[config.mk]
export PLATFORM = sky130hd
export DESIGN_NAME = somador_subtrator_seq_flat
export DESIGN_NICKNAME = d
export VERILOG_FILES = /design/src/rtl/somador_subtrator_seq_if.sv /design/src/rtl/somador_subtrator_seq.sv /design/src/flat_wrapper.sv
export SDC_FILE = /design/constraint.sdc
export NUM_CORES = 1
export LEC_CHECK = 0
export BUFFER_PORTS_ARGS = -buffer_cell sky130_fd_sc_hd__clkbuf_2
export CAP_MARGIN = 20
export CELL_PAD_IN_SITES_DETAIL_PLACEMENT = 2
export CELL_PAD_IN_SITES_GLOBAL_PLACEMENT = 2
export CORE_ASPECT_RATIO = 0.75
export CORE_MARGIN = 2
export CORE_UTILIZATION = 34
export CTS_CLUSTER_DIAMETER = 80
export DETAILED_ROUTE_END_ITERATION = 8
export GPL_TIMING_DRIVEN = 0
export PLACE_DENSITY = 0.84
export SLEW_MARGIN = 0
export SYNTH_ARGS = -nofsm -noshare
export SYNTH_HDL_FRONTEND = slang
export SYNTH_SLANG_ARGS = --single-unit
[constraint.sdc]
create_clock -name clk -period 2.7 [get_ports clk]
set_input_delay 0.27 -clock clk [delete_from_list [all_inputs] [get_ports clk]]
set_output_delay 0.27 -clock clk [all_outputs]
set_load 0.02 [all_outputs]
[src/rtl/somador_subtrator_seq_if.sv]
// somador_subtrator_seq_if: start/done handshake, operands and flagged result of the chunked adder/subtractor
interface somador_subtrator_seq_if #(parameter int WIDTH = 8);
    logic             start;
    logic [WIDTH-1:0] a;
    logic [WIDTH-1:0] b;
    logic             modo_sub;
    logic             cin_inicial;
    logic             ready;
    logic             done;
    logic [WIDTH-1:0] s;
    logic             cout;
    logic             ov;
    logic             zero;
    modport master (
        output start, a, b, modo_sub, cin_inicial,
        input  ready, done, s, cout, ov, zero
    );
    modport slave (
        input  start, a, b, modo_sub, cin_inicial,
        output ready, done, s, cout, ov, zero
    );
endinterface

[src/rtl/somador_subtrator_seq.sv]
// somador_subtrator_seq: multi-cycle WIDTH-bit adder/subtractor, CHUNK bits per clock; SOMADOR_SATURACAO_EN enables overflow saturation
module somador_subtrator_seq #(
    parameter int WIDTH = 8,
    parameter int CHUNK = 4
) (
    input  logic                      clk,
    input  logic                      rst,
    somador_subtrator_seq_if.slave    bus
);
    localparam int N  = WIDTH / CHUNK;
    localparam int KW = (N > 1) ? $clog2(N) : 1;
    typedef enum logic [1:0] {IDLE, RUN, DONE} state_t;
    state_t           state;
    logic [WIDTH-1:0] a_r;
    logic [WIDTH-1:0] b_r;
    logic [WIDTH-1:0] acc;
    logic             carry;
    logic [KW-1:0]    k;
    logic [CHUNK:0]   soma;
    logic [WIDTH-1:0] acc_n;
    logic [WIDTH-1:0] res;
    logic             last;
    logic             c_msb;
    logic             ov_n;
    // Operands shift right each RUN edge so the active chunk is always the low CHUNK bits; the
    // sum chunk enters the result from the top, landing at [k*CHUNK +: CHUNK] after the last edge.
    always_comb begin
        soma  = {1'b0, a_r[CHUNK-1:0]} + {1'b0, b_r[CHUNK-1:0]} + {{CHUNK{1'b0}}, carry};
        acc_n = WIDTH'({soma[CHUNK-1:0], acc} >> CHUNK);
        last  = k == KW'(N - 1);
        c_msb = a_r[CHUNK-1] ^ b_r[CHUNK-1] ^ soma[CHUNK-1];
        ov_n  = c_msb ^ soma[CHUNK];
`ifdef SOMADOR_SATURACAO_EN
        res   = ov_n ? {~soma[CHUNK-1], {(WIDTH-1){soma[CHUNK-1]}}} : acc_n;
`else
        res   = acc_n;
`endif
    end
    // Control FSM with registered handshake and result; outputs only move on the final chunk or reset.
    always_ff @(posedge clk or posedge rst) begin
        if (rst) begin
            state     <= IDLE;
            a_r       <= '0;
            b_r       <= '0;
            acc       <= '0;
            carry     <= 1'b0;
            k         <= '0;
            bus.ready <= 1'b1;
            bus.done  <= 1'b0;
            bus.s     <= '0;
            bus.cout  <= 1'b0;
            bus.ov    <= 1'b0;
            bus.zero  <= 1'b0;
        end else begin
            bus.done <= 1'b0;
            case (state)
                IDLE, DONE: begin
                    if (bus.start) begin
                        a_r       <= bus.a;
                        b_r       <= bus.b ^ {WIDTH{bus.modo_sub}};
                        carry     <= bus.cin_inicial ^ bus.modo_sub;
                        k         <= '0;
                        bus.ready <= 1'b0;
                        state     <= RUN;
                    end else begin
                        state <= IDLE;
                    end
                end
                RUN: begin
                    acc   <= acc_n;
                    a_r   <= a_r >> CHUNK;
                    b_r   <= b_r >> CHUNK;
                    carry <= soma[CHUNK];
                    k     <= k + 1'b1;
                    if (last) begin
                        state     <= DONE;
                        bus.ready <= 1'b1;
                        bus.done  <= 1'b1;
                        bus.s     <= res;
                        bus.cout  <= soma[CHUNK];
                        bus.ov    <= ov_n;
                        bus.zero  <= res == '0;
                    end
                end
                default: state <= IDLE;
            endcase
        end
    end
endmodule

[src/flat_wrapper.sv]
// flat-port wrapper written by rule: the top's interface ports become plain ports
module somador_subtrator_seq_flat 
#(
    parameter int WIDTH = 8,
    parameter int CHUNK = 4
)
  (clk, rst, bus_start, bus_a, bus_b, bus_modo_sub, bus_cin_inicial, bus_ready, bus_done, bus_s, bus_cout, bus_ov, bus_zero);
  somador_subtrator_seq_if #(.WIDTH(WIDTH)) bus_i ();
  input  logic clk;
  input  logic rst;
  input wire logic [$bits(bus_i.start)-1:0] bus_start;
  input wire logic [$bits(bus_i.a)-1:0] bus_a;
  input wire logic [$bits(bus_i.b)-1:0] bus_b;
  input wire logic [$bits(bus_i.modo_sub)-1:0] bus_modo_sub;
  input wire logic [$bits(bus_i.cin_inicial)-1:0] bus_cin_inicial;
  output wire logic [$bits(bus_i.ready)-1:0] bus_ready;
  output wire logic [$bits(bus_i.done)-1:0] bus_done;
  output wire logic [$bits(bus_i.s)-1:0] bus_s;
  output wire logic [$bits(bus_i.cout)-1:0] bus_cout;
  output wire logic [$bits(bus_i.ov)-1:0] bus_ov;
  output wire logic [$bits(bus_i.zero)-1:0] bus_zero;
  assign bus_i.start = bus_start;
  assign bus_i.a = bus_a;
  assign bus_i.b = bus_b;
  assign bus_i.modo_sub = bus_modo_sub;
  assign bus_i.cin_inicial = bus_cin_inicial;
  assign bus_ready = bus_i.ready;
  assign bus_done = bus_i.done;
  assign bus_s = bus_i.s;
  assign bus_cout = bus_i.cout;
  assign bus_ov = bus_i.ov;
  assign bus_zero = bus_i.zero;
  somador_subtrator_seq #(.WIDTH(WIDTH), .CHUNK(CHUNK)) u_core (.clk(clk), .rst(rst), .bus(bus_i));
endmodule
======== Yosys cells after proc, flatten, opt, wreduce, memory -nomap -nowiden ========
Cells that the tools add are included.
operators by class
  eq/ne operators ......................... 4
  bitwise gates (word level) .............. 5
  muxes and demuxes ....................... 15
  reduce and logical (&&, ||, !) cells .... 7
  $add $sub $neg .......................... 3
operator list
  cell                                                    count
  one-hot mux 8 bit (2 select lines)                      2
  two-way mux 8 bit                                       2
  zero test 8 bit                                         1
  XOR 8 bit                                               1
  two-way mux 1 bit                                       6
  one-hot mux 1 bit (2 select lines)                      3
  adder 4 x 4 -> 5 bit                                    1
  adder 5 x 1 -> 5 bit                                    1
  one-hot mux 2 bit (2 select lines)                      1
  AND reduction 2 bit                                     2
  XOR 1 bit                                               4
  AND reduction 3 bit                                     1
  equality test 2 x 1 -> 1 bit (second input constant)    1
  equality test 2 bit (second input constant)             1
  zero test 2 bit                                         1
  two-way mux 2 bit                                       1
  inequality test 2 x 1 -> 1 bit (second input constant)  1
  inequality test 2 bit (second input constant)           1
  nonzero test 2 bit                                      1
  OR reduction 2 bit                                      1
  adder 1 bit (second input constant)                     1
word-level totals
  flip-flop bits (word level) ............. 41

======== Depth between registers and ports, before layout ========
Gate-level depths: netlist of run 1.
  depth after elaboration ................. 4
  mapped depth ............................ 7
  mapped depth without buffers ............ 7

======== Worst setup path after synthesis of run 1 ========
No wires, ideal clock.
  kind .................................... register to register
  start point ............................. register u_core.carry
  end point ............................... register u_core.bus.zero
  data arrival time ....................... 1839 ps
  cell stages (with the launch flop) ...... 8
  clock period less this slack ............ 1960 ps
  setup slack ............................. 740 ps
  library setup time ...................... 121 ps
  cells stage by stage .................... dfrtp_1 -> fa_1 -> inv_1 -> fa_1 -> or4b_1 -> nor3_2 -> and3_1 -> a22o_1
between the ends
  word-level cells in the longest chain between the ends .. 2
RTL lines
  what                    RTL line                        text
  start, declared         somador_subtrator_seq.sv:17     logic carry;
  start signal, assigned  somador_subtrator_seq.sv:61     carry <= bus.cin_inicial ^ bus.modo_sub;
  start signal, assigned  somador_subtrator_seq.sv:73     carry <= soma[CHUNK];
  adder 5 x 1 -> 5 bit    somador_subtrator_seq.sv:28     soma = {1'b0, a_r[CHUNK-1:0]} + {1'b0, b_r[CHUNK-1:0]} + {{CHUNK{1'b0}}, carry};
  zero test 8 bit         somador_subtrator_seq.sv:82     bus.zero <= res == '0;
  end signal, assigned    somador_subtrator_seq.sv:53     bus.zero <= 1'b0;
  end signal, assigned    somador_subtrator_seq.sv:82
  end, declared           somador_subtrator_seq_if.sv:20  output ready, done, s, cout, ov, zero
Every way passes these cells.
A chain may end at the register's enable or synchronous reset.

======== Worst setup path in the final report of run 1 ========
  start point ............................. register u_core.b_r[0]
  end point ............................... register u_core.bus.zero
between the ends
  word-level cells in the longest chain between the ends .. 3
RTL lines
  what                    RTL line                     text
  start, declared         somador_subtrator_seq.sv:15  logic [WIDTH-1:0] b_r;
  start signal, assigned  somador_subtrator_seq.sv:60  b_r <= bus.b ^ {WIDTH{bus.modo_sub}};
  start signal, assigned  somador_subtrator_seq.sv:72  b_r <= b_r >> CHUNK;
  adder 4 x 4 -> 5 bit    somador_subtrator_seq.sv:28
  adder 5 x 1 -> 5 bit    somador_subtrator_seq.sv:28
  zero test 8 bit         somador_subtrator_seq.sv:82
Every way passes these cells.

==> Implementation_results.wiki, run 1 <==
{| class="wikitable"
! Metric !! Value
|-
| Max-Cap Viols || 0
|-
| Largest fanout of any net on the critical path || 3
|-
| Number of nets produced by synthesis || 170
|-
| Ys flop type || dfrtp_1
|-
| Synthesized area divided by synthesized cell count || 11.3 sq um
|-
| Worst-case clock skew || 0.00591 ns
|-
| Count of non-filler cells in the finished layout || 241
|-
| Weighted congestion at the end of routability-driven global placement || 0.833
|-
| Worst-case clock buffer depth || 2
|-
| DR pass1 iterations || 4
|-
| Final period utilization || 78.2%
|-
| H-tree Lvls || 2
|-
| Arrival time worst endpoint || 2.33 ns
|-
| Cell types with the highest counts after synthesis || dfrtp_1 (36), nand2_1 (24), o21ai_0 (13), xnor2_1 (9), inv_1 (6)
|-
| Antenna violations before repair || 0
|-
| Status || complete, no violations
|-
| Buffers inserted by post-CTS timing repair || 0
|-
| Number of unique standard cell types used by synthesis || 29
|-
| Total Power Consumption || 2520 uW
|-
| Number of synthesized flops with an enable pin || 0
|-
| Post-cts resize count || 0
|-
| CP endpoint kind || flop
|-
| Share of flip-flops with an asynchronous set or reset || 100%
|-
| Portion of synthesized cell area occupied by the leading cell type || between 50% and 60%
|-
| Buffer type at the clock tree root || clkbuf_8
|-
| # nets final || between 200 and 250
|-
| Wire length on met3 || 178 microns
|-
| DRC || 0
|-
| Area Growth Syn to Fin || 21.2%
|-
| Initial cell density of the core || approximately 36%
|-
| Die width || 83.8 microns
|-
| Most used standard cell by instance count after synthesis || dfrtp_1
|-
| Reported leakage power || 0.000979 uW
|-
| Maximum achievable frequency || 473 MHz
|-
| # IOs || 34
|-
| Die height || approximately 64 microns
|-
| CTS tree || yes
|-
| Clock-pin transition on the worst setup and hold timing paths || 0.07 ns
|-
| Post-route met1 wirelength || 1770 microns
|-
| Final Critical Period || about 2.1 ns
|-
| Power per unit of standard cell area || 1280 nW/um^2
|-
| Register area share after synthesis || 57.0%
|-
| Remaining antenna violation count || 0
|-
| Setup-violating endpoint count in the final report || 0
|-
| TritonCTS Buffers || 5
|-
| Cells after Synth || between 100 and 150
|-
| Drt initial violations || 23
|-
| Half-perimeter wire length after detailed placement || 3150 microns
|-
| IO buf count || 32
|-
| Dominant cells by area after synthesis || dfrtp_1 (55%), nand2_1 (5.5%), xnor2_1 (4.8%)
|-
| Number of global-route vias before repair || 1441
|-
| Share of cells above drive strength 1 || 28.3%
|-
| Register-to-register path setup slack || around 0.6 ns
|-
| Later-pin clock latency in the skew report || 0.28 ns
|-
| Worst VDD drop || 0.000405 V
|-
| Final Routed Wirelength || 4140 microns
|-
| GR Overflow Total || 0
|-
| Relative max-transition margin || between 50% and 60%
|-
| Global-route wire length before repair || a little over 7000 microns
|-
| Antenna diodes || 0
|-
| Yosys synthesis warning count || 0
|-
| Met2 wire length || 2140 microns
|-
| Accumulated negative setup slack || 0 ns
|-
| Post-synth design cell area || 1630 sq um
|-
| Die area || 5350 sq um
|-
| # fillers || between 400 and 500
|-
| Placeable core area || between 4000 and 5000 sq um
|-
| Category of the worst setup path launch point || flop
|-
| Actual slew at the worst max-slew pin || 0.609 ns
|-
| Destination of the worst register-to-register timing path || u_core.bus.zero$_DFFE_PP0P_
|-
| Row count || 21
|-
| Maximum number of pins on one net before global-route repair || 26
|-
| Post-placement cell count || 234
|-
| RSZ-0062 raised after global routing || no
|-
| Final Max Slew Viols || 0
|-
| CTS Hold Buffers Added || 0
|-
| Final Hold Violating Endpoints || 0
|-
| Cell depth of the worst flop-to-flop path || 7
|-
| Vias per cell || around 5
|-
| Origin of the critical flop-to-flop path || u_core.b_r[0]$_DFFE_PP0P_
|-
| Path type of the worst min-delay path || primary input to async pin
|-
| Routed wire length per instance || 17.2 microns
|-
| Total via count in the routed design || 1225
|-
| Startpoint-to-endpoint class of the critical path || flop to flop
|-
| Highest Signal Layer || met4
|-
| Biggest area consumer among synthesized cells || dfrtp_1
|-
| Req. time, crit path || between 2 and 3 ns
|-
| Flip-flop and latch count after synthesis || 37
|-
| All-layer global routing usage || approximately 17%
|-
| CTS sink count || 37
|}
cell usage in the layout (no fill, tap or decap), types with 4 or more instances in the layout:
cell type  instances
dfrtp_1           36
clkbuf_2          32
nand2_1           24
o21ai_0           13
xnor2_1            9
inv_1              6
clkbuf_8           6
a221o_1            5
a22o_1             5
nor2_1             5
mux2_2             5
clkbuf_1           4
buf_2              4
a22oi_1            4
worst max-delay path by stage:
| stage | start | end | depth (start not counted) |
|---|---|---|---|
| floorplan | u_core.carry$_DFFE_PP0P_ | u_core.bus.zero$_DFFE_PP0P_ | 7 |
| global placement | u_core.b_r[0]$_DFFE_PP0P_ | u_core.bus.zero$_DFFE_PP0P_ | 7 |
| detailed placement | u_core.b_r[0]$_DFFE_PP0P_ | u_core.bus.zero$_DFFE_PP0P_ | 7 |
| CTS | u_core.b_r[0]$_DFFE_PP0P_ | u_core.bus.zero$_DFFE_PP0P_ | 7 |
| global route | u_core.b_r[0]$_DFFE_PP0P_ | u_core.bus.zero$_DFFE_PP0P_ | 7 |
| finish | u_core.b_r[0]$_DFFE_PP0P_ | u_core.bus.zero$_DFFE_PP0P_ | 7 |
registers in the layout, indices dropped and copies added, names as in the netlist, 2 cells and up:
| register | count |
|---|---|
| u_core.b_r | 8 |
| u_core.acc | 4 |
| u_core.state | 2 |
| u_core.a_r | 8 |
| u_core.bus.s | 8 |
per-layer routing:
metal,GRT usage [%],up-vias
met1,19.8,615
met4,6.05,0
met3,4.39,7
li1,-,569
met5,0,-
met2,31.6,34
power breakdown:
| group | total, uW | internal (uW) | leakage [uW] | switching [uW] |
|---|---|---|---|---|
| sequential | 997 | 820 | 0.000467 | 178 |
| combinational | 1130 | 445 | 0.000467 | 689 |
| clock | 386 | 202 | 0.0000443 | 184 |
| total | 2520 | 1470 | 0.000979 | 1050 |
per-stage QoR:
stage | util [%] | hold WS, ns | worst slack (ns) | cell area [sq um]
2_1_floorplan | - | 0.398 | 0.740 | 1630
3_3_place_gp | 41.1 | 0.446 | 0.612 | 1860
3_5_place_dp | 41.7 | 0.347 | 0.596 | 1880
4_1_cts | 43.6 | 0.0426 | 0.584 | 1970
5_1_grt | 43.6 | 0.0663 | 0.480 | 1970
6_report | 43.6 | 0.0272 | 0.587 | 1970
cell type report:
cell class                      count  area, sq um  share of cell area, %
Sequential cell                    37          927                   47.0
Multi-Input combinational cell     94          644                   32.7
Timing Repair Buffer               33          188                   9.52
Clock buffer                        7         86.3                   4.38
Tap cell                           57         71.3                   3.62
Buffer                              7         31.3                   1.59
Inverter                            6         22.5                   1.14
critical path, cell delays in order, from the launching register on:
cell	delay, ns
dfrtp_1	0.39
fa_1	0.22
inv_1	0.06
fa_1	0.53
or4b_1	0.47
nor3_2	0.10
and3_1	0.16
a22o_1	0.12
logic make-up after synthesis:
| kind of cell | Yosys count | synth area share (%) |
|---|---|---|
| compound gates | 32 | 13.5 |
| xor+xnor | 12 | 6.47 |
| fa+ha+maj | 5 | 4.77 |
| buf+inv | 13 | 3.31 |
| flops | 37 | 57.0 |
| mux | 5 | 3.46 |
| simple gates | 40 | 11.4 |
Note: power is estimated with default switching activity, not from simulation.
==> run 2, diff against run 1 <==
Clock period 2.7 ns to 1.95 ns, I/O delays scaled along.
==> run 2 against run 1 <==
The run now ends with setup timing left. Critical path type unchanged. Highest routed layer unchanged. Global-route usage rose by 0.20 points. Combinational power rose by 48%. Largest power group unchanged. Cell area rose by 2.3%. Worst hold slack improved by 0.094 ns. Clock skew rose by 0.0026 ns.
==> Implementation_results.wiki, run 2 (synthesis results as in run 1) <==
{| class="wikitable"
! Metric !! Value
|-
| Status || finished, violations left
|-
| Failing checks || setup timing
|-
| Die area || around 5400 sq um
|-
| Category of the worst setup path launch point || flop
|-
| Startpoint-to-endpoint class of the critical path || flop to flop
|-
| Accumulated negative setup slack || -0.177 ns
|-
| Final period utilization || 109%
|-
| GR Overflow Total || 0
|-
| Leading cell type in the layout, fill and taps excluded || dfrtp_1
|-
| CTS sink count || 37
|-
| TritonCTS Buffers || 5
|-
| Die width || 83.8 microns
|-
| Worst-case clock buffer depth || 2
|-
| Worst VDD drop || 0.000689 V
|-
| Critical path's largest stage delay || between 0.5 and 0.6 ns
|-
| DRC || 0
|-
| Row count || 21
|-
| Later-pin clock latency in the skew report || approximately 0.29 ns
|-
| Total via count in the routed design || 1249
|-
| Weighted congestion at the end of routability-driven global placement || 0.832
|-
| Buffer type at the clock tree root || clkbuf_8
|-
| Arrival time worst endpoint || ~2.4 ns
|-
| Drt initial violations || 24
|-
| GR Util met2 || 30.6%
|-
| Final worst-path setup slack || -0.177 ns
|-
| Initial cell density of the core || 36.0%
|-
| Routing usage on met3 || 5.43%
|-
| Worst-case clock skew || 0.00854 ns
|-
| Area Growth Syn to Fin || 24.1%
|-
| DR pass1 iterations || 3
|-
| IO buf count || 32
|-
| H-tree Lvls || 2
|-
| RSZ-0062 raised after global routing || yes
|-
| Largest fanout of any net on the critical path || 3
|-
| Req. time, crit path || 2.18 ns
|-
| Vias per cell || 5.08
|-
| Power per unit of standard cell area || roughly 1800 nW/um^2
|-
| Register-to-register path setup slack || -0.18 ns
|-
| Share of the core filled with cells in the final layout || 44.6%
|-
| Placeable core area || 4520 sq um
|-
| Half-perimeter wire length after detailed placement || between 3000 and 4000 microns
|-
| Cell with the largest stage delay on the worst path || fa_1
|-
| Met1 Resource Use GR || 20.5%
|-
| Relative max-transition margin || 58.4%
|-
| Maximum number of pins on one net before global-route repair || 26
|-
| Remaining antenna violation count || 0
|-
| Final Hold Violating Endpoints || 0
|-
| Final Routed Wirelength || 4280 microns
|-
| Kind of cell with the highest combined delay on the critical path || adder cells
|-
| CP endpoint kind || flop
|-
| Setup-violating endpoint count in the final report || 1
|-
| Routed wire length per instance || 17.4 microns
|-
| Max-Cap Viols || 0
|-
| CTS tree || yes
|-
| Worst hold margin || 0.121 ns
|-
| Crit-path cells || fa_2, inv_1, fa_1, or4b_1, nor3_2, and3_1, a22o_1
|-
| Reported leakage power || 0.00100 uW
|-
| Pre-CTS WS || -0.158 ns
|-
| Most frequent cells in the layout || dfrtp_1 (36), clkbuf_2 (32), nand2_1 (24), o21ai_0 (12), xnor2_1 (9)
|-
| Total Power Consumption || 3590 uW
|-
| Most Crowded Layer GR || met2
|-
| # fillers || ~490
|-
| Clock-pin transition on the worst setup and hold timing paths || 0.08 ns
|-
| All-layer global routing usage || between 10% and 20%
|-
| Maximum achievable frequency || 470 MHz
|-
| # IOs || 34
|-
| Largest registers || u_core.a_r (8), u_core.b_r (8), u_core.bus.s (8)
|-
| Global-route wire length before repair || between 7000 and 8000 microns
|-
| Final Critical Period || 2.13 ns
|-
| Final Max Slew Viols || 0
|-
| Share of cells above drive strength 1 || a little under a third
|-
| # nets final || 215
|-
| Combined buffer and inverter count along the critical path || 1
|-
| Die height || 63.9 microns
|-
| Antenna diodes || 0
|-
| Path type of the worst min-delay path || primary input to flop
|-
| Actual slew at the worst max-slew pin || 0.623 ns
|-
| Antenna violations before repair || 0
|-
| Number of global-route vias before repair || 1390
|}
-- run 2: per-layer routing --
| layer | share of wire [%] | routed length (microns) |
|---|---|---|
| met2 | 52 | 2240 |
| met3 | 4.5 | 192 |
| met4 | 1.5 | 65 |
| met5 | 0 | 0 |
| met1 | 42 | 1790 |
-- run 2: report_power, final --
group	internal (uW)	leakage [uW]	switching, uW
logic	673	0.000491	996
clock network	281	0.0000443	269
registers	1130	0.000467	236
-- run 2: path summary, 6_finish.rpt --
check,from,to,depth (start not counted)
setup / recovery,u_core.carry$_DFFE_PP0P_,u_core.bus.zero$_DFFE_PP0P_,7
hold / removal,bus_a[7],u_core.a_r[7]$_DFFE_PP0P_,2
setup reg to reg,u_core.carry$_DFFE_PP0P_,u_core.bus.zero$_DFFE_PP0P_,7
hold reg to reg,u_core.bus.ready$_DFFE_PP1P_,u_core.bus.ready$_DFFE_PP1P_,2
max in group asynchronous,rst,u_core.bus.ov$_DFFE_PP0P_,4
min in group asynchronous,rst,u_core.a_r[6]$_DFFE_PP0P_,3
-- run 2: through the flow --
stage          instance area (sq um)  cells
6_report                        2020    246
5_1_grt                         2020    246
4_1_cts                         2000    244
3_5_place_dp                    1880    234
3_3_place_gp                    1860    233
2_1_floorplan                   1630    144
-- run 2: cell type report --
| type | count | area [sq um] | share of cell area [%] |
|---|---|---|---|
| plain buffers | 7 | 31.3 | 1.55 |
| clock buffers | 7 | 86.3 | 4.28 |
| inverters | 6 | 22.5 | 1.12 |
| multi-input cells | 94 | 651 | 32.3 |
| flip-flops and latches | 37 | 927 | 46.0 |
| well taps | 57 | 71.3 | 3.54 |
| repair buffers | 38 | 228 | 11.3 |
-- run 2: what timing repair did --
| item | 4_1_cts | 5_1_grt |
|---|---|---|
| gates resized for setup | 0 | 3 |
| buffers inserted | 2 | 2 |
| setup endpoints to repair | 2 | 4 |
| hold buffers | 1 | 0 |
| hold endpoints to repair | 11 | 0 |
==> run 3, diff against run 2 <==
Settings changed: ABC_AREA set to 1, CORE_UTILIZATION 34 to 32.
==> run 3 against run 2 <==
The run now ends clean. Non-clock buffer count decreased by 8. Worst setup slack better by 0.35 ns. Core utilization decreased by 4.9 points. Die area increased by 13%. Power increased by 3.3%. Clock power rose by 4%. Wire length is 0.75% higher. Synthesized area is 7.1% higher. Via count increased by 12%. Critical endpoint unchanged.
==> Implementation_results.wiki, run 3 <==
{| class="wikitable"
! Metric !! Value
|-
| Total via count in the routed design || approximately 1400
|-
| Final period utilization || 91.0%
|-
| Switch share || 44.9%
|-
| Final Cell Area || around 2100 sq um
|-
| Maximum achievable frequency || 564 MHz
|-
| Cell types with the highest counts after synthesis || nand2_1 (69), dfrtp_1 (36), inv_1 (22), o21ai_0 (12)
|-
| DR pass1 iterations || 4
|-
| Final worst-path setup slack || 0.175 ns
|-
| Number of synthesized flops with an enable pin || 0
|-
| Routed wire length per instance || 13.9 microns
|-
| Yosys synthesis warning count || 0
|-
| Fraction of power consumed by combinational cells || 48.8%
|-
| # IOs || 34
|-
| Die height || 67.9 microns
|-
| Buffer type at the clock tree root || clkbuf_8
|-
| Clock Power Share || 15.3%
|-
| Register-to-register path setup slack || 0.18 ns
|-
| CTS tree || yes
|-
| Clock-pin transition on the worst setup and hold timing paths || approximately 0.08 ns
|-
| Net load switching power || 1660 uW
|-
| P_int || about 2000 uW
|-
| Largest fanout of any net on the critical path || 3
|-
| # fillers || 619
|-
| Power per unit of standard cell area || 1760 nW/um^2
|-
| Origin of the critical flop-to-flop path || u_core.carry$_DFFE_PP0P_
|-
| Maximum number of pins on one net before global-route repair || 38
|-
| All-layer global routing usage || between 10% and 20%
|-
| Global-route wire length before repair || 7240 microns
|-
| Die area || 6050 sq um
|-
| Dominant cells by area after synthesis || dfrtp_1 (52%), nand2_1 (15%), inv_1 (4.7%)
|-
| GR Overflow Total || 0
|-
| DRC || 0
|-
| Share of flip-flops with an asynchronous set or reset || 100%
|-
| Sequential power share || 35.9%
|-
| Final Hold Violating Endpoints || 0
|-
| Remaining antenna violation count || 0
|-
| Destination of the worst register-to-register timing path || u_core.bus.zero$_DFFE_PP0P_
|-
| Arrival time worst endpoint || between 1.5 and 2 ns
|-
| Most used standard cell by instance count after synthesis || nand2_1
|-
| CTS Hold Buffers Added || 0
|-
| Final Routed Wirelength || 4320 microns
|-
| CP endpoint kind || flop
|-
| Worst VDD drop || 0.000433 V
|-
| Vias per cell || 4.53
|-
| Biggest area consumer among synthesized cells || dfrtp_1
|-
| Placeable core area || 5300 sq um
|-
| Final Max Slew Viols || 0
|-
| Later-pin clock latency in the skew report || between 0.2 and 0.3 ns
|-
| Half-perimeter wire length after detailed placement || 3330 microns
|-
| Most frequent cells in the layout || nand2_1 (69), dfrtp_1 (36), clkbuf_2 (32), inv_1 (20), o21ai_0 (12)
|-
| Accumulated negative setup slack || 0 ns
|-
| Die width || roughly 89 microns
|-
| Reported leakage power || 0.00109 uW
|-
| Crit-path cells || fa_2, inv_2, fa_2, inv_1, nor2_1, nand3_1, nor2_1, nand2_1, nand2_1
|-
| Weighted congestion at the end of routability-driven global placement || roughly 0.70
|-
| Share of cells above drive strength 1 || ~25%
|-
| Cell depth of the worst flop-to-flop path || 9
|-
| IO buf count || 32
|-
| Startpoint-to-endpoint class of the critical path || flop to flop
|-
| Cell with the largest stage delay on the worst path || fa_2
|-
| Worst-case clock buffer depth || 2
|-
| Pre-CTS WS || 0.0799 ns
|-
| H-tree Lvls || 2
|-
| Category of the worst setup path launch point || flop
|-
| Worst-case clock skew || between 0.006 and 0.007 ns
|-
| Setup-violating endpoint count in the final report || 0
|-
| Post-synth design cell area || 1740 sq um
|-
| Max-Cap Viols || 0
|-
| Number of unique standard cell types used by synthesis || 25
|-
| Area occupied by multi-input gates || about 690 sq um
|-
| Antenna diodes || 0
|-
| Ys flop type || dfrtp_1
|-
| Number of global-route vias before repair || ~1500
|-
| Req. time, crit path || 2.14 ns
|-
| Final Critical Period || 1.77 ns
|-
| RSZ-0062 raised after global routing || no
|-
| Drt initial violations || 30
|-
| Worst hold margin || 0.0279 ns
|-
| Cells after Synth || ~190
|-
| Portion of synthesized cell area occupied by the leading cell type || 51.8%
|-
| Path type of the worst min-delay path || primary input to async pin
|-
| TritonCTS Buffers || 5
|-
| Critical path's largest stage delay || 0.45 ns
|-
| Count of non-filler cells in the finished layout || 310
|-
| CTS sink count || 37
|-
| Initial cell density of the core || 32.9%
|-
| Leading cell type in the layout, fill and taps excluded || nand2_1
|-
| Area Growth Syn to Fin || 20.8%
|-
| Synthesized area divided by synthesized cell count || 8.97 sq um
|-
| Number of nets produced by synthesis || 220
|-
| Actual slew at the worst max-slew pin || 0.779 ns
|-
| Relative max-transition margin || 48.0%
|-
| Post-placement cell count || between 300 and 400
|-
| Antenna violations before repair || 0
|-
| Register area share after synthesis || between 50% and 60%
|-
| Storage cell area || 927 sq um
|-
| Status || complete, no violations
|-
| Largest registers || u_core.a_r (8), u_core.b_r (8), u_core.bus.s (8)
|-
| Total placed instance area || around 2000 sq um
|-
| Flip-flop and latch count after synthesis || 37
|-
| Row count || 23
|-
| # nets final || 260
|}
## run 3: changes by cell type after synthesis, sizes merged, moves of 2 or more
| cell | change |
|---|---|
| inv | +19 |
| nor3 | -2 |
| nor2 | +3 |
| clkbuf | -3 |
| o211ai | +7 |
| nand3 | +8 |
| nand2b | -3 |
| a22oi | -4 |
| nand2 | +46 |
| a22o | -5 |
| xor2 | -3 |
| a221o | -5 |
| mux2 | -5 |
| o221ai | +2 |
## run 3: what timing repair did
action / in CTS / in global routing
gates resized for setup: 0 / 3
setup buffers: 0 / 1
endpoints found under the setup margin: 0 / 1
## run 3: area by class of cell
class	instances	share of cell area, %
repair buffers	33	7.97
clock buffers	6	3.93
well taps	75	4.46
clock inverters	2	0.654
inverters	25	4.58
multi-input cells	128	33.0
flip-flops and latches	37	44.1
plain buffers	4	1.37
## run 3: kinds of logic (layout without fill, tap and decap cells)
kind of cell	Yosys count	count (layout)	synth area share (%)
simple gates	90	90	21.8
buf+inv	29	70	7.19
flops	37	37	53.3
fa+ha+maj	5	5	4.46
xor+xnor	8	8	4.03
compound gates	25	25	9.27
## run 3: how the worst max path moves through the flow
| stage | start | to | slack, ns | depth (start not counted) |
|---|---|---|---|---|
| 5_1_grt | u_core.carry$_DFFE_PP0P_ | u_core.bus.zero$_DFFE_PP0P_ | 0.05 | 9 |
| 3_3_place_gp | u_core.carry$_DFFE_PP0P_ | u_core.bus.zero$_DFFE_PP0P_ | 0.12 | 9 |
| 6_report | u_core.carry$_DFFE_PP0P_ | u_core.bus.zero$_DFFE_PP0P_ | 0.18 | 9 |
| 2_1_floorplan | u_core.carry$_DFFE_PP0P_ | u_core.bus.zero$_DFFE_PP0P_ | 0.23 | 9 |
| 4_1_cts | u_core.carry$_DFFE_PP0P_ | u_core.bus.zero$_DFFE_PP0P_ | 0.06 | 9 |
| 3_5_place_dp | u_core.carry$_DFFE_PP0P_ | u_core.bus.zero$_DFFE_PP0P_ | 0.08 | 9 |
## run 3: power groups by stage
stage                     clock network [uW]  registers [uW]  logic (uW)
after floorplan                            0            1430        1120
after CTS                                581            1340        1800
after global routing                     609            1370        2100
after detailed placement                   0            1350        1780
final                                    569            1330        1810
after global placement                     0            1320        1690
## run 3: metal layers
layer  track usage, %  up-vias  share of wire [%]
li1                 -      686                  -
met2             26.1       26                 48
met3             3.98        7                4.0
met4             5.04        0                1.3
met5                0        -                  0
met1             21.1      685                 47
## run 3: worst max-delay path, delay by kind of cell (launching register included)
kind / cells / cell delay [ns]
adder cells (fa/ha/maj): 2 / 0.85
flip-flops: 1 / 0.41
AND/OR/NAND/NOR: 5 / 0.26
buffers and inverters: 2 / 0.14
## run 3: per-stage QoR
stage / total power (uW) / utilization [%]
2_1_floorplan: 2550 / -
3_3_place_gp: 3010 / 37.7
3_5_place_dp: 3130 / 37.7
4_1_cts: 3710 / 39.5
5_1_grt: 4080 / 39.7
6_report: 3710 / 39.7
